## config.mk

```make
export PLATFORM = sky130hd
export DESIGN_NAME = adpll_gain_scheduler
export DESIGN_NICKNAME = d
export VERILOG_FILES = /design/src/rtl/adpll_pkg.sv /design/src/rtl/adpll_err_window.sv /design/src/rtl/adpll_gain_scheduler.sv
export SDC_FILE = /design/constraint.sdc
export NUM_CORES = 1
export LEC_CHECK = 0
export CAP_MARGIN = 0
export CORE_MARGIN = 2
export CORE_UTILIZATION = 59
export DETAILED_ROUTE_END_ITERATION = 7
export GPL_ROUTABILITY_DRIVEN = 0
export PLACE_DENSITY = 0.95
export SYNTH_ARGS = -nofsm -noshare
export SYNTH_HDL_FRONTEND = slang
export SYNTH_SLANG_ARGS = --single-unit
export TNS_END_PERCENT = 50
```

## constraint.sdc

```tcl
create_clock -name fpga_clk_i -period 6.5 [get_ports fpga_clk_i]
set_clock_uncertainty 0.1 [all_clocks]
set_input_delay 1.625 -clock fpga_clk_i [delete_from_list [all_inputs] [get_ports fpga_clk_i]]
set_output_delay 1.625 -clock fpga_clk_i [all_outputs]
set_load 0.05 [all_outputs]
```

## src/rtl/adpll_pkg.sv

```systemverilog
// Shared state encoding and default loop gains for the ADPLL gain scheduler.
// Used by the RTL and the bench, so both decode state_o the same way.
package adpll_pkg;

    typedef enum logic [2:0] {
        S_IDLE    = 3'd0,
        S_ACQUIRE = 3'd1,
        S_TRACK   = 3'd2,
        S_LOCKED  = 3'd3,
        S_RESTART = 3'd4
    } state_e;

    localparam logic [1:0] ST_IDLE    = 2'd0;
    localparam logic [1:0] ST_ACQUIRE = 2'd1;
    localparam logic [1:0] ST_TRACK   = 2'd2;
    localparam logic [1:0] ST_LOCKED  = 2'd3;

    localparam logic [4:0] KP_ACQ_DEF = 5'b00100;
    localparam logic [6:0] KI_ACQ_DEF = 7'b0000100;
    localparam logic [4:0] KP_TRK_DEF = 5'b00001;
    localparam logic [6:0] KI_TRK_DEF = 7'b0000001;

    // RESTART is an acquisition sub-phase as far as the outside world is concerned.
    function automatic logic [1:0] state_code(input state_e s);
        case (s)
            S_IDLE:   state_code = ST_IDLE;
            S_TRACK:  state_code = ST_TRACK;
            S_LOCKED: state_code = ST_LOCKED;
            default:  state_code = ST_ACQUIRE;
        endcase
    endfunction

endpackage

```

## src/rtl/adpll_err_window.sv

```systemverilog
// Saturating |error| and lock/unlock window classification; purely combinational.
// No latency, no flow control: result is valid whenever error_i is.
module adpll_err_window #(
    parameter int ERR_WIDTH     = 8,
    parameter int LOCK_THRESH   = 2,
    parameter int UNLOCK_THRESH = 8
) (
    input  logic [ERR_WIDTH-1:0] error_i,
    output logic                 in_band_o,
    output logic                 out_band_o
);

    localparam int MAG_W = ERR_WIDTH - 1;

    logic [MAG_W-1:0] neg_mag;
    logic [MAG_W-1:0] mag;

    always_comb begin
        neg_mag = ~error_i[MAG_W-1:0] + 1'b1;
        if (!error_i[ERR_WIDTH-1]) begin
            mag = error_i[MAG_W-1:0];
        end else if (error_i[MAG_W-1:0] == '0) begin
            // Most-negative input has no positive twin; clamp to the largest magnitude.
            mag = {MAG_W{1'b1}};
        end else begin
            mag = neg_mag;
        end
    end

    assign in_band_o  = (mag <= MAG_W'(LOCK_THRESH));
    assign out_band_o = (mag >  MAG_W'(UNLOCK_THRESH));

endmodule

```

## src/rtl/adpll_gain_scheduler.sv

```systemverilog
// Gear-shifting ADPLL kp/ki scheduler with lock detect and acquisition-timeout restart; outputs registered (1 cycle).
// Optional manual gain override under ADPLL_GAIN_SCHED_OVERRIDE_EN; no backpressure, samples taken on err_valid_i strobes.
module adpll_gain_scheduler
    import adpll_pkg::*;
#(
    parameter int                  ERR_WIDTH       = 8,
    parameter int                  KP_WIDTH        = 5,
    parameter int                  KI_WIDTH        = 7,
    parameter logic [KP_WIDTH-1:0] KP_ACQ          = KP_ACQ_DEF,
    parameter logic [KI_WIDTH-1:0] KI_ACQ          = KI_ACQ_DEF,
    parameter logic [KP_WIDTH-1:0] KP_TRK          = KP_TRK_DEF,
    parameter logic [KI_WIDTH-1:0] KI_TRK          = KI_TRK_DEF,
    parameter int                  LOCK_THRESH     = 2,
    parameter int                  UNLOCK_THRESH   = 8,
    parameter int                  LOCK_COUNT      = 16,
    parameter int                  UNLOCK_COUNT    = 4,
    parameter int                  TIMEOUT_SAMPLES = 1024,
    parameter int                  RESTART_CYCLES  = 16
) (
    input  logic                 fpga_clk_i,
    input  logic                 reset_i,
    input  logic                 enable_i,
    input  logic                 err_valid_i,
    input  logic [ERR_WIDTH-1:0] error_i,
    input  logic [KP_WIDTH-1:0]  ovr_kp_i,
    input  logic [KI_WIDTH-1:0]  ovr_ki_i,
    input  logic                 ovr_sel_i,
    output logic                 adpll_enable_o,
    output logic [KP_WIDTH-1:0]  kp_o,
    output logic [KI_WIDTH-1:0]  ki_o,
    output logic                 locked_o,
    output logic [1:0]           state_o
);

    localparam int IN_W  = $clog2(LOCK_COUNT + 1);
    localparam int OUT_W = $clog2(UNLOCK_COUNT + 1);
    localparam int ACQ_W = $clog2(TIMEOUT_SAMPLES + 1);
    localparam int RST_W = $clog2(RESTART_CYCLES + 1);

    localparam logic [IN_W-1:0]  IN_MAX  = IN_W'(LOCK_COUNT);
    localparam logic [OUT_W-1:0] OUT_MAX = OUT_W'(UNLOCK_COUNT);
    localparam logic [ACQ_W-1:0] ACQ_MAX = ACQ_W'(TIMEOUT_SAMPLES);
    localparam logic [RST_W-1:0] RST_MAX = RST_W'(RESTART_CYCLES);

    state_e             state_q, state_d;
    logic [IN_W-1:0]    in_cnt_q, in_cnt_d, in_nxt;
    logic [OUT_W-1:0]   out_cnt_q, out_cnt_d, out_nxt;
    logic [ACQ_W-1:0]   acq_cnt_q, acq_cnt_d, acq_nxt;
    logic [RST_W-1:0]   rst_cnt_q, rst_cnt_d, rst_nxt;

    logic                adpll_en_q, adpll_en_d;
    logic [KP_WIDTH-1:0] kp_q, kp_d;
    logic [KI_WIDTH-1:0] ki_q, ki_d;
    logic                locked_q, locked_d;
    logic [1:0]          state_code_q, state_code_d;

    logic in_band;
    logic out_band;

    adpll_err_window #(
        .ERR_WIDTH    (ERR_WIDTH),
        .LOCK_THRESH  (LOCK_THRESH),
        .UNLOCK_THRESH(UNLOCK_THRESH)
    ) u_err_window (
        .error_i   (error_i),
        .in_band_o (in_band),
        .out_band_o(out_band)
    );

    // Run lengths saturate; a sample outside a run's band restarts that run.
    always_comb begin
        in_nxt  = '0;
        out_nxt = '0;
        if (in_band) begin
            in_nxt = (in_cnt_q == IN_MAX) ? in_cnt_q : in_cnt_q + 1'b1;
        end
        if (out_band) begin
            out_nxt = (out_cnt_q == OUT_MAX) ? out_cnt_q : out_cnt_q + 1'b1;
        end
        acq_nxt = (acq_cnt_q == ACQ_MAX) ? acq_cnt_q : acq_cnt_q + 1'b1;
        rst_nxt = (rst_cnt_q == RST_MAX) ? rst_cnt_q : rst_cnt_q + 1'b1;
    end

    always_comb begin
        state_d   = state_q;
        in_cnt_d  = in_cnt_q;
        out_cnt_d = out_cnt_q;
        acq_cnt_d = acq_cnt_q;
        rst_cnt_d = rst_cnt_q;

        if (!enable_i) begin
            state_d   = S_IDLE;
            in_cnt_d  = '0;
            out_cnt_d = '0;
            acq_cnt_d = '0;
            rst_cnt_d = '0;
        end else begin
            case (state_q)
                S_IDLE: begin
                    state_d   = S_ACQUIRE;
                    in_cnt_d  = '0;
                    out_cnt_d = '0;
                    acq_cnt_d = '0;
                    rst_cnt_d = '0;
                end
                S_ACQUIRE: begin
                    if (err_valid_i) begin
                        in_cnt_d  = in_nxt;
                        out_cnt_d = out_nxt;
                        acq_cnt_d = acq_nxt;
                        if (in_nxt == IN_MAX) begin
                            state_d   = S_TRACK;
                            in_cnt_d  = '0;
                            out_cnt_d = '0;
                            acq_cnt_d = '0;
                        end else if (acq_nxt == ACQ_MAX) begin
                            state_d   = S_RESTART;
                            in_cnt_d  = '0;
                            out_cnt_d = '0;
                            acq_cnt_d = '0;
                            rst_cnt_d = '0;
                        end
                    end
                end
                S_TRACK, S_LOCKED: begin
                    if (err_valid_i) begin
                        in_cnt_d  = in_nxt;
                        out_cnt_d = out_nxt;
                        if (state_q == S_TRACK && in_nxt == IN_MAX) begin
                            state_d   = S_LOCKED;
                            in_cnt_d  = '0;
                            out_cnt_d = '0;
                        end else if (out_nxt == OUT_MAX) begin
                            state_d   = S_ACQUIRE;
                            in_cnt_d  = '0;
                            out_cnt_d = '0;
                            acq_cnt_d = '0;
                        end
                    end
                end
                S_RESTART: begin
                    rst_cnt_d = rst_nxt;
                    if (rst_nxt == RST_MAX) begin
                        state_d   = S_ACQUIRE;
                        in_cnt_d  = '0;
                        out_cnt_d = '0;
                        acq_cnt_d = '0;
                        rst_cnt_d = '0;
                    end
                end
                default: begin
                    state_d = S_IDLE;
                end
            endcase
        end
    end

    // Outputs are decoded from the next state so they change on the transition edge.
    always_comb begin
        adpll_en_d   = (state_d == S_ACQUIRE) || (state_d == S_TRACK) || (state_d == S_LOCKED);
        locked_d     = (state_d == S_LOCKED);
        state_code_d = state_code(state_d);
        kp_d         = KP_ACQ;
        ki_d         = KI_ACQ;
        if (state_d == S_TRACK || state_d == S_LOCKED) begin
            kp_d = KP_TRK;
            ki_d = KI_TRK;
        end
`ifdef ADPLL_GAIN_SCHED_OVERRIDE_EN
        if (ovr_sel_i) begin
            kp_d = ovr_kp_i;
            ki_d = ovr_ki_i;
        end
`endif
    end

`ifndef ADPLL_GAIN_SCHED_OVERRIDE_EN
    logic ovr_unused;
    assign ovr_unused = ^{ovr_kp_i, ovr_ki_i, ovr_sel_i};
`endif

    always_ff @(posedge fpga_clk_i or posedge reset_i) begin
        if (reset_i) begin
            state_q      <= S_IDLE;
            in_cnt_q     <= '0;
            out_cnt_q    <= '0;
            acq_cnt_q    <= '0;
            rst_cnt_q    <= '0;
            adpll_en_q   <= 1'b0;
            kp_q         <= KP_ACQ;
            ki_q         <= KI_ACQ;
            locked_q     <= 1'b0;
            state_code_q <= ST_IDLE;
        end else begin
            state_q      <= state_d;
            in_cnt_q     <= in_cnt_d;
            out_cnt_q    <= out_cnt_d;
            acq_cnt_q    <= acq_cnt_d;
            rst_cnt_q    <= rst_cnt_d;
            adpll_en_q   <= adpll_en_d;
            kp_q         <= kp_d;
            ki_q         <= ki_d;
            locked_q     <= locked_d;
            state_code_q <= state_code_d;
        end
    end

    assign adpll_enable_o = adpll_en_q;
    assign kp_o           = kp_q;
    assign ki_o           = ki_q;
    assign locked_o       = locked_q;
    assign state_o        = state_code_q;

endmodule

```

Yosys cells after proc, flatten, opt, wreduce, memory -nomap -nowiden
Index checks and enable logic that the tools add are counted.
Operators by class
  bitwise logic cells: 1
  $add $sub $neg: 5
  equal/unequal tests: 24
  reduce and logical (&&, ||, !) cells: 11
  mux-type cells: 53
  order comparisons: 2
Operators by type and width (number)
  $mux 11: 9
  $mux 5: 16
  $mux 3: 20
  $pmux 11 s4: 1
  $pmux 3 s4: 2
  $eq 11x11->1 const B: 2
  $ne 3x3->1 const B: 7
  $eq 5x5->1 const B: 4
  $pmux 5 s4: 1
  $pmux 5 s3: 1
  $mux 7: 2
  $eq 3x2->1 const B: 4
  $add 11x1->11 const B: 1
  $add 5x1->5 const B: 2
  $eq 3x3->1 const B: 3
  $reduce_and 4->1: 2
  $add 7x1->7 const B: 1
  $gt 7x4->1 const B: 1
  $le 7x2->1 const B: 1
  $logic_not 7->1: 1
  $not 7->7: 1
  $eq 3x1->1 const B: 2
  $logic_not 3->1: 2
  $pmux 2 s3: 1
  7 further kinds: 9
Storage, ports and cells
  output and inout port bits: 16
  bits in registers: 43
  word-level logic and storage cells: 106
  input bits: 25

Depth between registers and ports, before layout
Gate-level depths: netlist (run 1).
  word-level depth: 15
  mapped depth: 10
  depth with buffers taken out: 9

By module
Synthesis (run 1) repeated with hierarchy kept, for this count alone.
Unflattened totals
  cells, all modules: 317
  area, all modules: 2638.8 µm²
By module, submodules not included
  adpll_gain_scheduler: cells an instance 285, area an instance 2424.8 µm², times used 1, sequential area each 802.0 µm²
  adpll_err_window: cells an instance 32, area an instance 214.0 µm², times used 1, sequential area each 0.0 µm²

Least setup slack after synthesis (run 1)
OpenSTA, ideal clock, no wires.
  path kind: input port to flip-flop
  start point: input error_i[0]
  end point: register in_cnt_q[4]
  required time: 6.318 ns
  stages: 9
  slack: 2.536 ns
  data arrival time: 3.782 ns
  path buffers: 0
  cell sequence: inv_1 -> ha_1 -> or3b_4 -> nor4b_4 -> o2111ai_4 -> a2111oi_4 -> a22oi_2 -> or4_1 -> a31oi_1
Between the ends
  longest elaborated chain between the ends: 12
  elaborated cells between the ends (all ways): 20
  classes of those cells: 1 x add/sub; 2 x order compare; 2 x eq/ne; 12 x mux; 1 x bitwise; 2 x reduce/logical
Ends and longest elaborated chain
  start, declared: RTL line adpll_gain_scheduler.sv:24  | input logic [ERR_WIDTH-1:0] error_i,
  $not 7->7: RTL line adpll_err_window.sv:19  | neg_mag = ~error_i[MAG_W-1:0] + 1'b1;
  $add 7x1->7: RTL line adpll_err_window.sv:19
  $mux 7: RTL line adpll_err_window.sv:22  | end else if (error_i[MAG_W-1:0] == '0) begin
  $mux 7 (*): RTL line adpll_err_window.sv:20  | if (!error_i[ERR_WIDTH-1]) begin
  $gt 7x4->1 / $le 7x2->1 (equally long branches): RTL line adpll_err_window.sv:31, adpll_err_window.sv:30
  $mux 3 / $mux 5 (equally long branches): RTL line adpll_gain_scheduler.sv:77, adpll_gain_scheduler.sv:74
  $eq 3x3->1 / $eq 5x5->1 (equally long branches): RTL line adpll_gain_scheduler.sv:133, adpll_gain_scheduler.sv:111, adpll_gain_scheduler.sv:129
  $mux 5 / $logic_and 1x1->1 (equally long branches): RTL line adpll_gain_scheduler.sv:133, adpll_gain_scheduler.sv:129
  $mux 5: RTL line adpll_gain_scheduler.sv:129  | if (state_q == S_TRACK && in_nxt == IN_MAX) begin
  $mux 5: RTL line adpll_gain_scheduler.sv:126  | if (err_valid_i) begin
  $pmux 5 s4 (*): RTL line adpll_gain_scheduler.sv:98  | case (state_q)
  $mux 5 (*): RTL line adpll_gain_scheduler.sv:91  | if (!enable_i) begin
  end signal, assigned: RTL line adpll_gain_scheduler.sv:196  | in_cnt_q <= in_cnt_d;
  end, declared: RTL line adpll_gain_scheduler.sv:46  | logic [IN_W-1:0] in_cnt_q, in_cnt_d, in_nxt;
Mark *: on every way between the ends. The rest lies on a longest branch, timed or not. The select of a mux whose other input is x is not followed.
A chain may end at the register's enable or synchronous reset.

Worst setup path in the final report (run 1)
  start point: input error_i[0]
  end point: register acq_cnt_q[2]
Between the ends
  longest elaborated chain between the ends: 11
  elaborated cells between the ends (all ways): 19
  classes of those cells: 1 x add/sub; 2 x order compare; 4 x eq/ne; 8 x mux; 1 x bitwise; 3 x reduce/logical
Ends and longest elaborated chain
  $not 7->7: RTL line adpll_err_window.sv:19
  $add 7x1->7: RTL line adpll_err_window.sv:19
  $mux 7: RTL line adpll_err_window.sv:22
  $mux 7 (*): RTL line adpll_err_window.sv:20
  $le 7x2->1: RTL line adpll_err_window.sv:30  | assign in_band_o = (mag <= MAG_W'(LOCK_THRESH));
  $mux 5: RTL line adpll_gain_scheduler.sv:74  | if (in_band) begin
  $eq 5x5->1: RTL line adpll_gain_scheduler.sv:111, adpll_gain_scheduler.sv:129
  $mux 11: RTL line adpll_gain_scheduler.sv:111  | if (in_nxt == IN_MAX) begin
  $mux 11: RTL line adpll_gain_scheduler.sv:107  | if (err_valid_i) begin
  $pmux 11 s4: RTL line adpll_gain_scheduler.sv:98
  $mux 11: RTL line adpll_gain_scheduler.sv:91
  end signal, assigned: RTL line adpll_gain_scheduler.sv:198  | acq_cnt_q <= acq_cnt_d;
  end, declared: RTL line adpll_gain_scheduler.sv:48  | logic [ACQ_W-1:0] acq_cnt_q, acq_cnt_d, acq_nxt;
Marked as above.

==> impl_metrics.json, run 1 <==
{
  "initialDrtViolationCount": 247,
  "hold_class": "flip-flop to flip-flop",
  "grt_pass1_wl_mm": 9.942,
  "synthAdderAreaFrac": 0.04360,
  "p_sw_w": 0.0001337,
  "cp_slowest_stage_delay_ps": 500,
  "worstPathRequired_ps": 6570,
  "slowest_stage": "clkdlybuf4s50_1",
  "post_cts_buffers": 0,
  "cts_sinks": 32,
  "final-instance-count-excl-fill": 375,
  "synthMuxAreaShare": 0.004360,
  "io_pins": 41,
  "swShare": 0.2952,
  "powerDensity_nw_per_um2": 160.1,
  "synth_edf_count": 0,
  "hold_violations": 0,
  "min_path_cells": 1,
  "worst_slew_pin_slew_ps": 744.3,
  "comb_power_share": 0.186,
  "drt_drc_violations_left": 0,
  "die_y_um": 70.16,
  "grt_usage": 0.2465,
  "relSlewSlack": 0.5038,
  "synth-compound-area-share": 0.2757,
  "dp_hpwl_mm": 4.126,
  "cts_tree": "yes",
  "maxCapViolCount": 0,
  "cts-hold-fix-buffers": 0,
  "post-place-cells": 367,
  "first_global_vias": 2255,
  "rr_worst_depth": 8,
  "clkPwrFrac": 0.348,
  "async_flop_share": 1.000,
  "syn_area_per_cell_um2": 8.277,
  "first_pass_iters": 5,
  "antenna_found_initial": 0,
  "seq_area_um2": 802.0,
  "holdWs_ps": 445.0,
  "synthFlopType": "dfrtp_1",
  "finalSetupTns_ps": 0,
  "cts_max_level": 2,
  "fin_crit_ps": 4485,
  "clk_pin_slew_ps": 60,
  "final_area_um2": 2829,
  "setup-violations-final": 0,
  "leakage_nw": 1.149,
  "fillers": 350,
  "nets": 356,
  "synth_xor_area_frac": 0.03052,
  "slew_viol_final": 0,
  "synth-simple-area-share": 0.2534,
  "io_buffers": 19,
  "path_cells": "clkdlybuf4s50_1 -> inv_1 -> ha_1 -> or3b_4 -> a31o_2 -> o32ai_1 -> o21ai_1 -> a31oi_2 -> o21ai_0 -> a32o_1",
  "cp.arrival_ps": 4560,
  "final_util": 0.6588,
  "die_area_um2": 4922,
  "rsz0062_at_grt": "false",
  "seq_area_frac_synth": 0.3106,
  "numCtsBuffers": 5,
  "core_area_um2": 4294,
  "ys_types": 63,
  "yosysWarningCount": 0,
  "grt_overflow_total": 0,
  "num_rows": 24,
  "pwr-share-seq": 0.466,
  "setup.worst_path.end_class": "flip-flop",
  "die_width_um": 70.16,
  "grt_max_degree": 33,
  "synth.top_cell.area_share": 0.3004,
  "p_int_w": 0.0003192,
  "clockRootBuffer": "clkbuf_8",
  "routedWlPerCell_um": 15.11,
  "status": "completed",
  "critPathKind": "input port to flip-flop",
  "vias": 2404,
  "ys_ff_latch": 32,
  "syn_to_final_growth_pct": 9.544,
  "drive_gt1_frac": 0.08359,
  "vias_per_cell": 6.411,
  "finalCritPeriodShare": 0.6900,
  "max_freq_ghz": 0.2230,
  "start_util": 0.6014,
  "clk_latency_ps": 280,
  "synth_top_family_by_area": "compound AO/OA/AOI/OAI gates",
  "multi_input_area_um2": 1599,
  "antenna_cells": 0,
  "synthCells": 312,
  "synthesis.area_um2": 2582,
  "yosysTopAreaCell": "dfrtp_1",
  "antenna_left": 0,
  "cts_buffer_depth": 2,
  "placed_area_um2": 2739,
  "startpoint_type": "input port",
  "post_cts_resized": 0,
  "peakVddDrop_uv": 69.10,
  "synthTopCellsByArea": "dfrtp_1 30%, ha_1 4.4%, nor2_1 3.9%",
  "path_max_fanout": 9,
  "wl_mm": 5.665
}
power groups by stage:
stage | Clock [W] | Combinational (W) | Sequential (W)
4_1_cts | 0.000160 | 0.0000838 | 0.000211
6_report | 0.000158 | 0.0000842 | 0.000211
3_5_place_dp | 0 | 0.0000834 | 0.000214
2_1_floorplan | 0 | 0.0000629 | 0.000215
5_1_grt | 0.000169 | 0.0000928 | 0.000212
3_3_place_gp | 0 | 0.0000808 | 0.000214
layout make-up:
class | count | area share
well taps | 52 | 0.02300
repair buffers | 20 | 0.06988
inverters | 20 | 0.02654
flip-flops and latches | 32 | 0.2835
multi-input cells | 243 | 0.5652
clock buffers | 8 | 0.03184
cells in the mapped netlist, types with 3 or more instances:
cell,number
dfrtp_1,31
nor2_1,27
nand2_1,22
inv_1,20
o21ai_0,20
a21oi_1,19
nand3_1,18
clkbuf_1,12
buf_4,11
ha_1,9
nor3_1,9
a22o_1,7
a31oi_1,7
xnor2_1,7
a21o_1,6
a31o_2,6
nand4_1,6
and3_1,5
nor4b_1,5
and4_1,4
o31ai_1,4
nor4_1,3
o21ai_1,3
registers in the layout (all words and copies together), names as in the netlist:
register,flops
rst_cnt_q,5
locked_o,1
adpll_enable_o,1
out_cnt_q,3
state_o,2
kp_o,1
in_cnt_q,5
acq_cnt_q,11
state_q,3
layer usage:
| metal | vias to the layer above | wire, um | GRT usage |
|---|---|---|---|
| li1 | 1170 | - | - |
| met1 | 1120 | 2441 | 0.3085 |
| met2 | 102 | 2773 | 0.4180 |
| met3 | 12 | 351 | 0.05195 |
| met4 | 0 | 99 | 0.09188 |
| met5 | - | 0 | 0 |
worst max-delay path: cells and delay by family:
| kind | cells | cell delay [ps] |
|---|---|---|
| AO/OA/AOI/OAI | 6 | 1730 |
| AND/OR/NAND/NOR | 1 | 410 |
| buffers and inverters | 2 | 600 |
| adder cells (fa/ha/maj) | 1 | 190 |
per-stage QoR:
step           setup slack [ps]  total power, W
3_3_place_gp               1794       0.0002946
2_1_floorplan              2536       0.0002778
4_1_cts                    2024       0.0004544
6_report                   2015       0.0004529
5_1_grt                    1755       0.0004735
3_5_place_dp               1745       0.0002978
layout by cell type (no fill, tap or decap), types with 3 or more instances in the layout:
cell / netlist / layout
a21oi_1: 19 / 19
o31ai_1: 4 / 4
nand2_1: 22 / 22
a31o_2: 6 / 6
o21ai_0: 20 / 20
and3_1: 5 / 5
nor4_1: 3 / 3
o21ai_1: 3 / 3
clkdlybuf4s50_1: 0 / 19
and4_1: 4 / 4
ha_1: 9 / 9
nand4_1: 6 / 6
nor3_1: 9 / 9
nand3_1: 18 / 18
inv_1: 20 / 20
a21o_1: 6 / 6
a22o_1: 7 / 7
nor2_1: 27 / 27
clkbuf_8: 0 / 6
xnor2_1: 7 / 7
nor4b_1: 5 / 5
a31oi_1: 7 / 7
conb_1: 1 / 8
dfrtp_1: 31 / 31
path summary, 6_finish.rpt:
check	start	slack (ps)	to
min in group asynchronous	reset_i	1630	out_cnt_q[2]
worst min register to register	rst_cnt_q[3]	450	rst_cnt_q[3]
max in group asynchronous	reset_i	4350	kp_o[2]
worst min-delay path	rst_cnt_q[3]	450	rst_cnt_q[3]
worst max register to register	rst_cnt_q[1]	3330	acq_cnt_q[2]
worst max-delay path	error_i[0]	2010	acq_cnt_q[2]
logic make-up after synthesis:
family | Yosys count
and+or+nand+nor | 119
AOI/OAI and AO/OA | 97
buffers and inverters | 44
DFF | 32
adders and majority gates | 9
xor gates and xnor gates | 9
other | 1
muxes | 1
Note: power is estimated with default switching activity, not from simulation.
==> run 2: changes to the inputs <==
--- a/config.mk
+++ b/config.mk
@@ -7,10 +7,10 @@
 export LEC_CHECK = 0
 export CAP_MARGIN = 0
 export CORE_MARGIN = 2
-export CORE_UTILIZATION = 59
+export CORE_UTILIZATION = 49
 export DETAILED_ROUTE_END_ITERATION = 7
 export GPL_ROUTABILITY_DRIVEN = 0
-export PLACE_DENSITY = 0.95
+export PLACE_DENSITY = 0.88
 export SYNTH_ARGS = -nofsm -noshare
 export SYNTH_HDL_FRONTEND = slang
 export SYNTH_SLANG_ARGS = --single-unit
==> constraint.sdc (replaced) <==
create_clock -name fpga_clk_i -period 3.7 [get_ports fpga_clk_i]
set_clock_uncertainty 0.1 [all_clocks]
set_input_delay 0.925 -clock fpga_clk_i [delete_from_list [all_inputs] [get_ports fpga_clk_i]]
set_output_delay 0.925 -clock fpga_clk_i [all_outputs]
set_load 0.05 [all_outputs]
==> run 2 against run 1 <==
Compared with the run above:
- hold slack gained 4.3 ps
- critical path depth up 1
- routed wire length increased by 3.9%
- die area grew 19%
- sequential cell count is the same
- register-to-register slack got worse by 2700 ps
- highest routed layer unchanged
- largest power group unchanged
- first-iteration DRC count up 24%
- clock power rose by 80%
- utilization down 7.3 points
==> impl_metrics.json, run 2 (synthesized netlist as in run 1, its figures left out) <==
{
  "core_area_um2": 5107,
  "clk_pin_slew_ps": 60,
  "vias_per_cell": 6.085,
  "die_y_um": 76.60,
  "cts-hold-fix-buffers": 0,
  "critPathKind": "input port to flip-flop",
  "final_common_cell": "dfrtp_1",
  "final-instance-count-excl-fill": 410,
  "reg2reg_to": "acq_cnt_q[2]",
  "die_width_um": 76.60,
  "cp_slowest_stage_delay_ps": 410,
  "max_freq_ghz": 0.2870,
  "setup.worst_path.end_class": "flip-flop",
  "first_pass_iters": 5,
  "dp_hpwl_mm": 4.335,
  "grt_max_degree": 22,
  "rsz0062_at_grt": "false",
  "first_global_vias": 2310,
  "pre_cts_ws_ps": -153.3,
  "critPathLaunch": "error_i[0]",
  "maxCapViolCount": 0,
  "antenna_left": 0,
  "dr_wl_met2_mm": 2.922,
  "vias": 2495,
  "crit_end": "state_o[0]",
  "slowest_stage": "clkdlybuf4s50_1",
  "setup-violations-final": 0,
  "hold_class": "flip-flop to flip-flop",
  "syn_to_final_growth_pct": 15.94,
  "post-place-cells": 402,
  "worstPathRequired_ps": 3760,
  "num_rows": 26,
  "antenna_found_initial": 0,
  "cts_tree": "yes",
  "routedWlPerCell_um": 14.36,
  "grt_pass1_wl_mm": 9.901,
  "final_area_um2": 2994,
  "cts_max_level": 2,
  "post_cts_buffers": 0,
  "nets": 373,
  "startpoint_type": "input port",
  "rr_worst_depth": 9,
  "leakage_nw": 1.241,
  "antenna_cells": 0,
  "placed_area_um2": 2902,
  "path_cells": "clkdlybuf4s50_1 -> inv_1 -> ha_1 -> or3b_4 -> nor4b_4 -> o2111ai_4 -> o31ai_1 -> nor3_1 -> a311oi_1 -> buf_4 -> a21oi_1",
  "clockRootBuffer": "clkbuf_8",
  "finalCritPeriodShare": 0.9417,
  "slew_viol_final": 0,
  "worstHoldStart": "rst_cnt_q[3]",
  "initialDrtViolationCount": 306,
  "start_util": 0.5056,
  "path_max_fanout": 6,
  "die_area_um2": 5867,
  "top_register": "acq_cnt_q",
  "finalSetupTns_ps": 0,
  "worst_slew_pin_slew_ps": 809.9,
  "hold_violations": 0,
  "io_pins": 41,
  "numCtsBuffers": 5,
  "wl_mm": 5.887,
  "routed-wl-met3_um": 308,
  "cts_sinks": 32,
  "power_w": 0.0008219,
  "grt_usage": 0.2022,
  "worstReg2RegStart": "rst_cnt_q[1]",
  "drive_gt1_frac": 0.1353,
  "r2r_slack_ps": 670,
  "status": "completed",
  "cp.arrival_ps": 3550,
  "drt_drc_violations_left": 0,
  "cts_buffer_depth": 2,
  "peakVddDrop_uv": 153.8,
  "grt_overflow_total": 0,
  "fin_crit_ps": 3484,
  "io_buffers": 19,
  "routed.top_layer": "met4",
  "biggestRegsByFlops": "acq_cnt_q x11, in_cnt_q x5, rst_cnt_q x5",
  "final_cell_mix": "31 x dfrtp_1, 27 x nor2_1, 22 x nand2_1, 20 x o21ai_0, 20 x inv_1",
  "clk_latency_ps": 300,
  "wl_met1_mm": 2.538,
  "powerDensity_nw_per_um2": 274.5,
  "post_cts_resized": 0,
  "largest_reg_flops": 11,
  "setup_ws_ps": 215.9,
  "relSlewSlack": 0.4595
}
run 2: metrics by stage:
step	hold WS, ps	utilization
floorplan	394.2	-
global placement	433.6	0.5681
detailed placement	444.5	0.5681
CTS	455.6	0.5862
global route	468.9	0.5862
finish	449.3	0.5862
run 2: worst min path at each step:
stage          depth (start not counted)  slack, ps           end
6_report                               1        450  rst_cnt_q[3]
5_1_grt                                1        470  rst_cnt_q[3]
4_1_cts                                1        460  rst_cnt_q[3]
3_5_place_dp                           1        440  rst_cnt_q[4]
3_3_place_gp                           1        430  rst_cnt_q[3]
2_1_floorplan                          1        390  rst_cnt_q[3]
run 2: critical path, delay by kind of cell:
| family | cells | cell delay, ps |
|---|---|---|
| AOI/OAI and AO/OA | 4 | 930 |
| adders and majority gates | 1 | 150 |
| buffers and inverters | 3 | 640 |
| and+or+nand+nor | 3 | 870 |
run 2: report_power, final:
part,switching [W],internal (W)
registers,0.0000130,0.000357
clock network,0.000137,0.000148
logic,0.000101,0.0000650
run 2: final cells by class:
cell class	instances	area, um2
multi-input combinational	243	1599
timing repair buffer	37	337.8
clock buffer	6	82.58
clock inverter	2	10.01
fill	456	2113
inverter	20	75.07
sequential	32	802.0
tap	70	87.58
run 2: per-layer routing:
metal | vias to the layer above | global-route usage
met5 | - | 0
met2 | 87 | 0.3566
met3 | 14 | 0.03081
met4 | 0 | 0.08545
li1 | 1200 | -
met1 | 1194 | 0.2446
